### src/rtl/signed_divider_seq.sv
// Sequential signed restoring divider, one quotient bit per clock; done rises WIDTH+1 edges after an accepted start.
// Results are sign/magnitude and held until the next accepted start; start is ignored while an operation runs.
module signed_divider_seq #(
   parameter int WIDTH = 8
) (
   input  logic             clk,
   input  logic             rst,
   input  logic [WIDTH-1:0] dividend,
   input  logic [WIDTH-1:0] divisor,
   input  logic             start,
   output logic             busy,
   output logic             done,
   output logic [WIDTH-1:0] quotient,
   output logic             q_sign,
   output logic [WIDTH-2:0] remainder,
   output logic             r_sign,
   output logic             div_by_zero
);

   localparam int CW = (WIDTH > 2) ? $clog2(WIDTH) : 1;

   typedef enum logic [1:0] {IDLE, CALC, FINISH, DONE} state_t;

   state_t           state;
   logic [WIDTH-1:0] q_reg;
   logic [WIDTH-1:0] b_mag;
   logic [WIDTH:0]   pr;
   logic             sign_a;
   logic             sign_b;
   logic             dbz;
   logic [CW-1:0]    cnt;

   logic [WIDTH:0]   pr_shift;
   logic [WIDTH+1:0] trial;

   function automatic logic [WIDTH-1:0] magnitude(input logic [WIDTH-1:0] v);
      return v[WIDTH-1] ? (~v + WIDTH'(1)) : v;
   endfunction

   // q_reg starts as |dividend| and is shifted out MSB first while quotient bits shift in at the LSB.
   assign pr_shift = {pr[WIDTH-1:0], q_reg[WIDTH-1]};
   assign trial    = {1'b0, pr_shift} - {2'b00, b_mag};

   always_ff @(posedge clk or negedge rst) begin
      if (!rst) begin
         state       <= IDLE;
         q_reg       <= '0;
         b_mag       <= '0;
         pr          <= '0;
         sign_a      <= 1'b0;
         sign_b      <= 1'b0;
         dbz         <= 1'b0;
         cnt         <= '0;
         busy        <= 1'b0;
         done        <= 1'b0;
         quotient    <= '0;
         q_sign      <= 1'b0;
         remainder   <= '0;
         r_sign      <= 1'b0;
         div_by_zero <= 1'b0;
      end else begin
         case (state)
            IDLE, DONE: begin
               if (start) begin
                  q_reg  <= magnitude(dividend);
                  b_mag  <= magnitude(divisor);
                  sign_a <= dividend[WIDTH-1];
                  sign_b <= divisor[WIDTH-1];
                  pr     <= '0;
                  cnt    <= '0;
                  done   <= 1'b0;
                  // A zero divisor skips the iterations and reports through FINISH one edge later.
                  if (divisor == '0) begin
                     dbz   <= 1'b1;
                     state <= FINISH;
                  end else begin
                     dbz   <= 1'b0;
                     busy  <= 1'b1;
                     state <= CALC;
                  end
               end
            end
            CALC: begin
               if (!trial[WIDTH+1]) begin
                  pr    <= trial[WIDTH:0];
                  q_reg <= {q_reg[WIDTH-2:0], 1'b1};
               end else begin
                  pr    <= pr_shift;
                  q_reg <= {q_reg[WIDTH-2:0], 1'b0};
               end
               cnt <= cnt + CW'(1);
               if (cnt == CW'(WIDTH - 1)) begin
                  busy  <= 1'b0;
                  state <= FINISH;
               end
            end
            FINISH: begin
               done        <= 1'b1;
               busy        <= 1'b0;
               div_by_zero <= dbz;
               if (dbz) begin
                  quotient  <= '0;
                  q_sign    <= 1'b0;
                  remainder <= '0;
                  r_sign    <= 1'b0;
               end else begin
                  quotient  <= q_reg;
                  q_sign    <= (sign_a ^ sign_b) && (q_reg != '0);
                  remainder <= pr[WIDTH-2:0];
                  r_sign    <= sign_a && (pr != '0);
               end
               state <= DONE;
            end
            default: state <= IDLE;
         endcase
      end
   end

endmodule

### config.mk
export PLATFORM = sky130hd
export DESIGN_NAME = signed_divider_seq
export DESIGN_NICKNAME = d
export VERILOG_FILES = /design/src/rtl/signed_divider_seq.sv
export SDC_FILE = /design/constraint.sdc
export NUM_CORES = 1
export LEC_CHECK = 0
export ABC_AREA = 1
export CORE_UTILIZATION = 25
export DETAILED_ROUTE_END_ITERATION = 8
export PLACE_DENSITY = 0.51
export SYNTH_ARGS = -nofsm -noshare
export SYNTH_HDL_FRONTEND = slang
export SYNTH_SLANG_ARGS = --single-unit
### constraint.sdc
create_clock -name clk -period 3.4 [get_ports clk]
set_clock_uncertainty 0.15 [all_clocks]
set_input_delay 0.85 -clock clk [delete_from_list [all_inputs] [get_ports clk]]
set_output_delay 0.85 -clock clk [all_outputs]
set_load 0.1 [all_outputs]
==> After elaboration in Yosys (flattened, before gate mapping) <==
Cells that the tools add are included.
{ "word_totals": {"regBits": 53, "input_bits": 19, "wordCells": 68, "out_inout_bits": 20} }
{ "classes": {"add_sub_neg": 4, "eq_ne": 7, "n_bitwise": 3, "mux": 25, "n_reduce_logical": 14} }
{ "op_table": {"columns": ["op", "count"], "rows": [
  ["$mux W8", 4],
  ["$mux W9", 2],
  ["$pmux W9 S2", 1],
  ["$add A8 B1 Y8 const B", 2],
  ["$not A8 Y8", 2],
  ["$pmux W8 S2", 1],
  ["$sub A9 B8 Y10", 1],
  ["$reduce_bool A9 Y1", 1],
  ["$logic_not A8 Y1", 1],
  ["$mux W1", 8],
  ["$reduce_and A2 Y1", 4],
  ["$reduce_bool A8 Y1", 1],
  ["$mux W7", 1],
  ["$mux W2", 3],
  ["$ne A2 B2 Y1 const B", 3],
  ["$pmux W2 S3", 1],
  ["$pmux W3 S2", 1],
  ["$eq A2 B2 Y1 const B", 2],
  ["$reduce_bool A2 Y1", 2],
  ["$add A3 B1 Y3 const B", 1],
  ["$eq A3 B3 Y1 const B", 1],
  ["$mux W3", 1],
  ["$pmux W1 S3", 1],
  ["$reduce_and A3 Y1", 1],
  ["6 further kinds", 7]
]} }

==> Depth between registers and ports, before layout <==
Gate-level depths: netlist of the first run.
{ "logic_depth": {"ltp_word": 5, "ltp_mapped": 12, "depth_no_buf": 11} }

==> Least setup slack after synthesis of the first run <==
No wires, ideal clock.
{ "synth_timing": {"path_kind": "register to output", "startpoint": "reg quotient[5]", "endpoint": "out quotient[5]", "t_required_ps": 2400, "setup_slack_ps": 1502, "arrival_time_ps": 898, "path_buffers": 0, "stages_incl_launch_ff": 1, "cell_sequence": "dfrtp_1"} }
{ "synth_lines": {"columns": ["element", "line", "rtl"], "rows": [
  ["start, declared", "13", "output logic [WIDTH-1:0] quotient,"],
  ["start signal, assigned", "107", "quotient <= q_reg;"]
]} }
No word-level cell between the ends.

==> Final worst setup path of the first run <==
{ "layout_timing": {"startpoint": "in start", "endpoint": "reg q_reg[2]"} }
{ "layout_between": {"elab_chain_len": 2} }
{ "layout_rtl": {"columns": ["element", "line", "rtl"], "rows": [
  ["start, declared", "10", "input logic start,"],
  ["$ne A2 B2 Y1 (no line)", null, null],
  ["$reduce_and A2 Y1 (no line)", null, null],
  ["end signal, assigned", "65", "q_reg <= magnitude(dividend);"],
  ["end signal, assigned", "86", "q_reg <= {q_reg[WIDTH-2:0], 1'b1};"],
  ["end signal, assigned", "89", "q_reg <= {q_reg[WIDTH-2:0], 1'b0};"],
  ["end, declared", "25", "logic [WIDTH-1:0] q_reg;"]
]} }
Every way passes these cells.
A chain may end at the register's enable or synchronous reset.

==> results of run 1 <==
worst max-delay path: stages:
cell and delay [ns]:
clkdlybuf4s50_1 0.42, nand2_1 0.07, buf_4 0.23, o21ai_4 0.14, inv_2 0.33, a21oi_1 0.07, o21ai_0 0.08, o21ai_0 0.09
layout make-up:
type	instances	area (um^2)	share of cell area, %
clock buffers	6	139	3.74
clock inverters	2	37.5	1.01
inverters	65	244	6.57
multi-input cells	271	1430	38.5
flip-flops and latches	53	1330	35.7
well taps	147	184	4.95
repair buffers	42	355	9.56
worst paths after layout:
check / startpoint / endpoint / slack (ns)
max reg2reg: state[1] / q_reg[2] / 1.19
min reg2reg: b_mag[2] / b_mag[2] / 0.33
max: start / q_reg[2] / 1.14
min in group asynchronous: rst / remainder[4] / 0.37
min: b_mag[2] / b_mag[2] / 0.33
max in group asynchronous: rst / b_mag[3] / 1.94
synth_stat cells, drive strengths merged (3+ instances only):
cell	number
a21oi	15
a22o	3
buf	7
clkbuf	4
dfrtp	53
ha	14
inv	63
nand2	108
nand3	19
nand4	10
nor2	30
o21ai	49
xor2	8
cell families after synthesis:
kind of cell	count (synthesis)	synth area share (%)
DFF	53	43.4
xor gates and xnor gates	9	2.58
buffers and inverters	76	9.90
and+or+nand+nor	171	23.6
AOI/OAI and AO/OA	76	14.2
adders and majority gates	15	6.38
routing by layer:
layer  up-vias  routed length, um  track usage (%)
met1      1240               3940             17.9
met2        46               3160             18.6
met3         2                268             2.59
met5         -                  0                0
met4         0                 25             1.60
li1       1355                  -                -
cell usage in the layout (no fill, tap or decap):
| cell | instances |
|---|---|
| nand2_1 | 105 |
| inv_1 | 55 |
| dfrtp_1 | 53 |
| o21ai_0 | 37 |
| nor2_1 | 28 |
| buf_4 | 24 |
| nand3_1 | 17 |
| clkdlybuf4s50_1 | 17 |
| a21oi_1 | 14 |
| ha_1 | 14 |
| o21ai_1 | 11 |
| nand4_1 | 10 |
| inv_2 | 8 |
| xor2_1 | 8 |
| clkbuf_16 | 5 |
| nand2_2 | 3 |
| a22o_1 | 3 |
| or2_2 | 2 |
| o221ai_1 | 2 |
| nor3_1 | 2 |
| clkinv_1 | 2 |
| nor2_2 | 2 |
| nand3_2 | 2 |
| o211ai_1 | 2 |
| a31oi_1 | 2 |
| o21a_1 | 1 |
| o21ai_4 | 1 |
| o41ai_1 | 1 |
| a21oi_2 | 1 |
| a22oi_2 | 1 |
| xnor2_1 | 1 |
| fa_1 | 1 |
| bufinv_16 | 1 |
| clkbuf_8 | 1 |
| clkinvlp_4 | 1 |
| buf_2 | 1 |
per-stage QoR:
step | instance area [um^2] | hold WS (ns) | setup WS (ns) | cells
3_5_place_dp | 3540 | 0.317 | 0.843 | 578
6_report | 3720 | 0.334 | 1.14 | 586
2_1_floorplan | 3060 | 0.296 | 1.50 | 400
5_1_grt | 3720 | 0.353 | 0.997 | 586
3_3_place_gp | 3540 | 0.317 | 0.860 | 578
4_1_cts | 3720 | 0.336 | 1.14 | 586
==> reports/summary.txt, run 1 <==
number of synthesized flops with an enable pin -> 0
RSZ-0062 raised after global routing -> no
Synth top area share -> 43.4%
pin count of the biggest net entering global routing -> 32
H-tree depth -> 2
die width -> 113 um
Initial Utilization -> 25.6%
maximum clock path buffer count -> 2
largest cells by area after synthesis -> dfrtp_1, nand2_1, inv_1, o21ai_0, ha_1
utilization after layout -> 31.1%
DRT iter0 DRCs -> 129
clock sink count -> 53
Rel. slew slack -> 66.8%
via/cell ratio -> 4.51
Highest Clock Rate -> 442 MHz
CTS Hold Bufs -> 0
DRT Pass-1 Iters -> 5
Reg with most FFs -> pr
GRT Total Usage -> 12.1%
Core Area -> 12000 um^2
fill cell count -> 1300
synth-to-layout area growth -> 21.5%
Yosys warning total -> 0
Post-CTS Setup Bufs -> 0
mapped cell area -> 3060 um^2
syn_nets -> 434
worst-margin pin slew -> 0.499 ns
Gate Count Post-Synth -> 400
Clk Latency, worst-skew pair -> 0.29 ns
Seq/Total Area, Yosys -> 43.4%
final critical-path required period -> 2.26 ns
DRT Wirelength -> 7400 um
crit share post-route -> 66.6%
min-delay worst type -> reg -> reg
Async SR Flop Fraction -> 100%
die area -> 12700 um^2
worst hold stages -> 2
Worst R2R Path Depth -> 8
Max Slew Vio Count -> 0
Post-Syn Area per Cell -> 7.65 um^2
predominant post-synthesis flop cell -> dfrtp_1
Nets -> 472
layout cells sized above 1 -> 12.1%
Final Hold Fails -> 0
max reg flops -> 9
Max-cap violations -> 0
Startpoint Class -> input pin
Setup CP Type -> in -> reg
RD Place Congestion -> 0.784
first-pass GRT wire length -> 12300 um
Worst setup EP type -> register
Worst Path Max Fanout -> 21
antenna cells -> 0
ANT nets after route -> 0
synth unique cells -> 33
post-DR wirelength/cell -> 12.6 um
IO Count -> 39
Die Ht -> 113 um
post-synth top area cell -> dfrtp_1
CTS tree -> done
GRT overflow -> 0
setup TNS -> 0 ns
DP HPWL -> 5650 um
Setup violations, final -> 0
status -> finished, final reports clean
critical path arrival -> 2.28 ns
number of synthesized register bits -> 53
Num CTS Buffers -> 5
Worst-path clk slew -> 0.07 ns
DRC viols -> 0
Post-CTS Resized -> 0
vias -> 2643
Worst Path Required -> 3.42 ns
initial antenna violation count -> 0
Rows -> 40
number of global-route vias before repair -> 2457
I/O Buffers -> 38
Root Driver -> clkbuf_16
Power of run 1 is left out: the tool's default activity adds up to more than one toggle a clock period on the data nets, which glitch-free logic cannot reach.
==> run 2, diff against run 1 <==
==> constraint.sdc (replaced) <==
create_clock -name clk -period 2.35 [get_ports clk]
set_clock_uncertainty 0.15 [all_clocks]
set_input_delay 0.5875 -clock clk [delete_from_list [all_inputs] [get_ports clk]]
set_output_delay 0.5875 -clock clk [all_outputs]
set_load 0.1 [all_outputs]
==> reports/summary.txt, run 2 (synthesis gave the netlist of run 1 again) <==
IO Count -> 39 (unchanged)
antenna cells -> 0 (unchanged)
Worst Path Required -> 2.43 ns (-0.99 ns)
Worst-path clk slew -> 0.07 ns (about the same)
clock sink count -> 53 (unchanged)
Rel. slew slack -> 62.9% (-3.8 points)
crit share post-route -> 89.2%
slack of the worst reg-to-reg path -> 0.25 ns (-0.94 ns)
DRT Pass-1 Iters -> 4 (-1)
CTS Hold Bufs -> 0 (unchanged)
pin count of the biggest net entering global routing -> 32 (unchanged)
critical path arrival -> 2.17 ns (-0.11 ns)
GRT overflow -> 0 (unchanged)
I/O Buffers -> 38 (unchanged)
Worst R2R Path Depth -> 9 (+1)
Clk Latency, worst-skew pair -> 0.29 ns (about the same)
Initial Utilization -> 25.6% (unchanged)
vias -> 2657 (+0.53%)
Root Driver -> clkbuf_16
DRC viols -> 0 (unchanged)
die area -> 12700 um^2 (unchanged)
fill cell count -> 1274 (-2.0%)
DP HPWL -> 5910 um (+4.5%)
Setup violations, final -> 0 (unchanged)
Core Area -> 12000 um^2 (unchanged)
Worst R2R Start -> b_mag[6]
reg2reg end -> pr[5]
Die Ht -> 113 um (unchanged)
Max-cap violations -> 0 (unchanged)
DRT Wirelength -> 7530 um (+1.7%)
post-DR wirelength/cell -> 12.7 um (+0.69%)
status -> finished, final reports clean
commonest non-fill, non-tap cell in the layout -> nand2_1
CP peak stage delay -> 0.36 ns (-0.06 ns)
via/cell ratio -> 4.49 (-0.49%)
die width -> 113 um (unchanged)
CTS tree -> done
most frequent cells in the layout -> nand2_1, inv_1, dfrtp_1
initial antenna violation count -> 0 (unchanged)
final critical-path required period -> 2.10 ns
Nets -> 479 (+1.5%)
most used cell, CP -> nand2_1
Startpoint Class -> register
Setup CP Type -> reg -> reg
GRT Total Usage -> 13.2% (+1.1 points)
Max Slew Vio Count -> 0 (unchanged)
H-tree depth -> 2 (unchanged)
Rows -> 40 (unchanged)
first-pass GRT wire length -> 13300 um (+8.1%)
ANT nets after route -> 0 (unchanged)
DRT iter0 DRCs -> 174 (+35%)
Highest Clock Rate -> 477 MHz
Num CTS Buffers -> 5 (unchanged)
max reg flops -> 9 (unchanged)
CP max stage cell -> dfrtp_1
Worst setup EP type -> register
RSZ-0062 raised after global routing -> no
RD Place Congestion -> 0.812 (+3.6%)
layout cells sized above 1 -> 13.3% (+1.2 points)
worst-margin pin slew -> 0.556 ns (+0.0572 ns)
synth-to-layout area growth -> 22.6%
Worst Path Max Fanout -> 14 (-33%)
min-delay worst type -> in -> async
CP Cell Sequence -> inv_1 > ha_1 > nand2_1 > nand2_1 > a21oi_2 > nand3_2 > nand3_1 > nand3_1 > nand2_1
Reg with most FFs -> pr
setup TNS -> 0 ns (unchanged)
Final Hold Fails -> 0 (unchanged)
number of global-route vias before repair -> 2623 (+6.8%)
maximum clock path buffer count -> 2 (unchanged)
==> run 2: cell types whose count changed in the layout (fill, tap and decap cells not counted) <==
cell and delta:
clkinvlp_4 -1, bufinv_16 -1, buf_12 +1, nor2_2 +1, buf_4 +6, nor2_1 -1
clkbuf_1 +1
==> run 2: worst max path at each step <==
stage / startpoint / cells past startpoint / slack (ns) / endpoint
after detailed placement: start / 5 / 0.03 / q_reg[7]
final: b_mag[6] / 9 / 0.25 / pr[5]
after CTS: state[0] / 7 / 0.22 / q_reg[7]
after floorplan: q_reg[7] / 9 / 0.59 / pr[4]
after global placement: start / 5 / 0.09 / q_reg[7]
after global routing: b_mag[6] / 9 / 0.01 / pr[0]
==> run 2: critical path, delay by kind of cell (launching register included) <==
kind / cells / cell delay, ns
AO/OA/AOI/OAI: 1 / 0.23
adder cells (fa/ha/maj): 1 / 0.36
buffers and inverters: 1 / 0.06
flip-flops: 1 / 0.36
AND/OR/NAND/NOR: 6 / 0.87
==> run 2: through the flow <==
step	area (um^2)	utilization [%]	instances	worst slack (ns)	hold WS [ns]
2_1_floorplan	3060	-	400	0.594	0.142
3_3_place_gp	3600	30.1	585	0.0905	0.319
3_5_place_dp	3600	30.1	585	0.0304	0.325
4_1_cts	3750	31.3	592	0.221	0.161
5_1_grt	3750	31.3	592	0.00954	0.188
6_report	3750	31.3	592	0.255	0.134
==> run 2: timing repair <==
action / 4_1_cts / 5_1_grt
endpoints found under the setup margin: 0 / 3
buffers inserted: 0 / 0
gates resized for setup: 0 / 1
==> run 2: area by class of cell <==
type | count | area [um^2] | share of cell area (%)
timing repair buffer | 49 | 420 | 11.2
clock buffer | 7 | 143 | 3.80
multi-input combinational | 271 | 1430 | 38.2
tap | 147 | 184 | 4.90
inverter | 65 | 244 | 6.51
sequential | 53 | 1330 | 35.4
==> run 2: metal layers <==
| metal | GRT usage [%] | part of all wire, % | up-vias |
|---|---|---|---|
| met5 | 0 | 0 | - |
| met4 | 2.93 | 1.0 | 0 |
| met3 | 2.75 | 4.0 | 8 |
| met2 | 19.6 | 42 | 46 |
| met1 | 19.5 | 53 | 1230 |
| li1 | - | - | 1373 |
Power of run 2 is left out for the same reason.
==> run 3, diff against run 2 <==
--- a/config.mk
+++ b/config.mk
@@ -8,7 +8,9 @@
 export ABC_AREA = 1
 export CORE_UTILIZATION = 25
 export DETAILED_ROUTE_END_ITERATION = 8
+export GPL_TIMING_DRIVEN = 0
 export PLACE_DENSITY = 0.51
+export SLEW_MARGIN = 20
 export SYNTH_ARGS = -nofsm -noshare
 export SYNTH_HDL_FRONTEND = slang
 export SYNTH_SLANG_ARGS = --single-unit
==> reports/summary.txt, run 3 (synthesis gave the netlist of run 1 again) <==
status -> finished, final reports clean
max layer used -> met4
worst-margin pin slew -> 0.970 ns (+0.414 ns)
Core Area -> 12000 um^2 (unchanged)
min-delay worst type -> in -> async
pin count of the biggest net entering global routing -> 54 (+69%)
DRT Pass-1 Iters -> 4 (unchanged)
DRT iter0 DRCs -> 159 (-8.6%)
Worst-path clk slew -> 0.07 ns (about the same)
Rows -> 40 (unchanged)
most frequent cells in the layout -> nand2_1, inv_1, dfrtp_1
Setup CP Type -> reg -> out
CTS Hold Bufs -> 0 (unchanged)
CTS tree -> done
via/cell ratio -> 4.57 (+1.7%)
DRT Wirelength -> 7590 um (+0.82%)
ANT nets after route -> 0 (unchanged)
vias -> 2703 (+1.7%)
Initial Utilization -> 25.6% (unchanged)
Die Ht -> 113 um (unchanged)
RSZ-0062 raised after global routing -> no
Worst R2R Start -> state[0]
WP buf/inv -> 1 (unchanged)
I/O Buffers -> 37 (-2.6%)
GRT overflow -> 0 (unchanged)
CP max stage cell -> dlygate4sd2_1
CP peak stage delay -> 0.86 ns (+0.50 ns)
GRT Total Usage -> 12.1% (-1.0 points)
Post-CTS Resized -> 20 (+20)
fill cell count -> 1285 (+0.86%)
Startpoint Class -> register
Clk Latency, worst-skew pair -> 0.29 ns (about the same)
Num CTS Buffers -> 5 (unchanged)
Reg with most FFs -> pr
Worst Path Max Fanout -> 2 (-12)
initial antenna violation count -> 0 (unchanged)
die area -> 12700 um^2 (unchanged)
die width -> 113 um (unchanged)
RD Place Congestion -> 0.844 (+4.0%)
Root Driver -> clkbuf_16
first-pass GRT wire length -> 12300 um (-7.6%)
Worst Path Required -> 1.61 ns (-0.82 ns)
CP Cell Sequence -> dlygate4sd2_1
DP HPWL -> 5770 um (-2.2%)
Nets -> 478 (-0.21%)
Max-cap violations -> 0 (unchanged)
met2 wire len -> 3270 um (+2.5%)
commonest non-fill, non-tap cell in the layout -> nand2_1
Post-CTS Setup Bufs -> 0 (unchanged)
Rel. slew slack -> 35.6% (-27 points)
number of global-route vias before repair -> 2490 (-5.1%)
synth-to-layout area growth -> 21.8%
max reg flops -> 9 (unchanged)
final critical-path required period -> 2.24 ns (+0.147 ns)
critical path arrival -> 1.51 ns (-0.66 ns)
Highest Clock Rate -> 446 MHz (-6.6%)
Worst path top cell family by delay -> buffers and inverters
Critical Path Start -> remainder[2]
maximum clock path buffer count -> 2 (unchanged)
IO Count -> 39 (unchanged)
Max Slew Vio Count -> 0 (unchanged)
Final Hold Fails -> 0 (unchanged)
clock sink count -> 53 (unchanged)
layout cells sized above 1 -> 7.64% (-5.6 points)
antenna cells -> 0 (unchanged)
DRT met1 WL -> 4030 um (+1.7%)
placed instance area -> 3610 um^2 (+0.17%)
WL met3 -> 253 um (-16%)
Setup violations, final -> 0 (unchanged)
post-DR wirelength/cell -> 12.8 um (+0.82%)
post-route cell area -> 3730 um^2 (-0.63%)
Worst setup EP type -> output pin
crit share post-route -> 95.4% (+6.3 points)
H-tree depth -> 2 (unchanged)
DRC viols -> 0 (unchanged)
==> run 3: cell type report <==
type / instances / area, um^2 / share of cell area, %
multi-input cells: 271 / 1430 / 38.4
clock inverters: 1 / 7.51 / 0.201
inverters: 65 / 244 / 6.55
repair buffers: 37 / 343 / 9.20
clock buffers: 7 / 133 / 3.56
plain buffers: 11 / 58.8 / 1.58
well taps: 147 / 184 / 4.94
flip-flops and latches: 53 / 1330 / 35.6
==> run 3: through the flow <==
step                      util [%]  instances  setup slack [ns]  hold WS (ns)  setup TNS, ns
after detailed placement      30.2        584             0.121         0.316              0
after global routing          31.2        592            0.0533         0.246              0
after floorplan                  -        400             0.594         0.142              0
after global placement        30.2        584             -1.19         0.314         -62.47
final                         31.2        592             0.107         0.187              0
after CTS                     31.2        592            0.0980         0.227              0
==> run 3: path summary, 6_finish.rpt <==
kind	endpoint	slack [ns]	cells past startpoint
setup reg to reg	quotient[2]	0.27	7
setup / recovery	remainder[2]	0.11	1
max in group asynchronous	sign_b	1.40	1
hold reg to reg	q_sign	0.33	2
min in group clk	q_sign	0.33	2
hold / removal	remainder[6]	0.19	1
==> run 3: per-layer routing <==
metal  GRT usage [%]  up-vias
met5               0        -
met4            2.40        0
met3            2.16        5
met2            18.4       46
met1            18.0     1285
li1                -     1367
Power of run 3 is left out for the same reason.
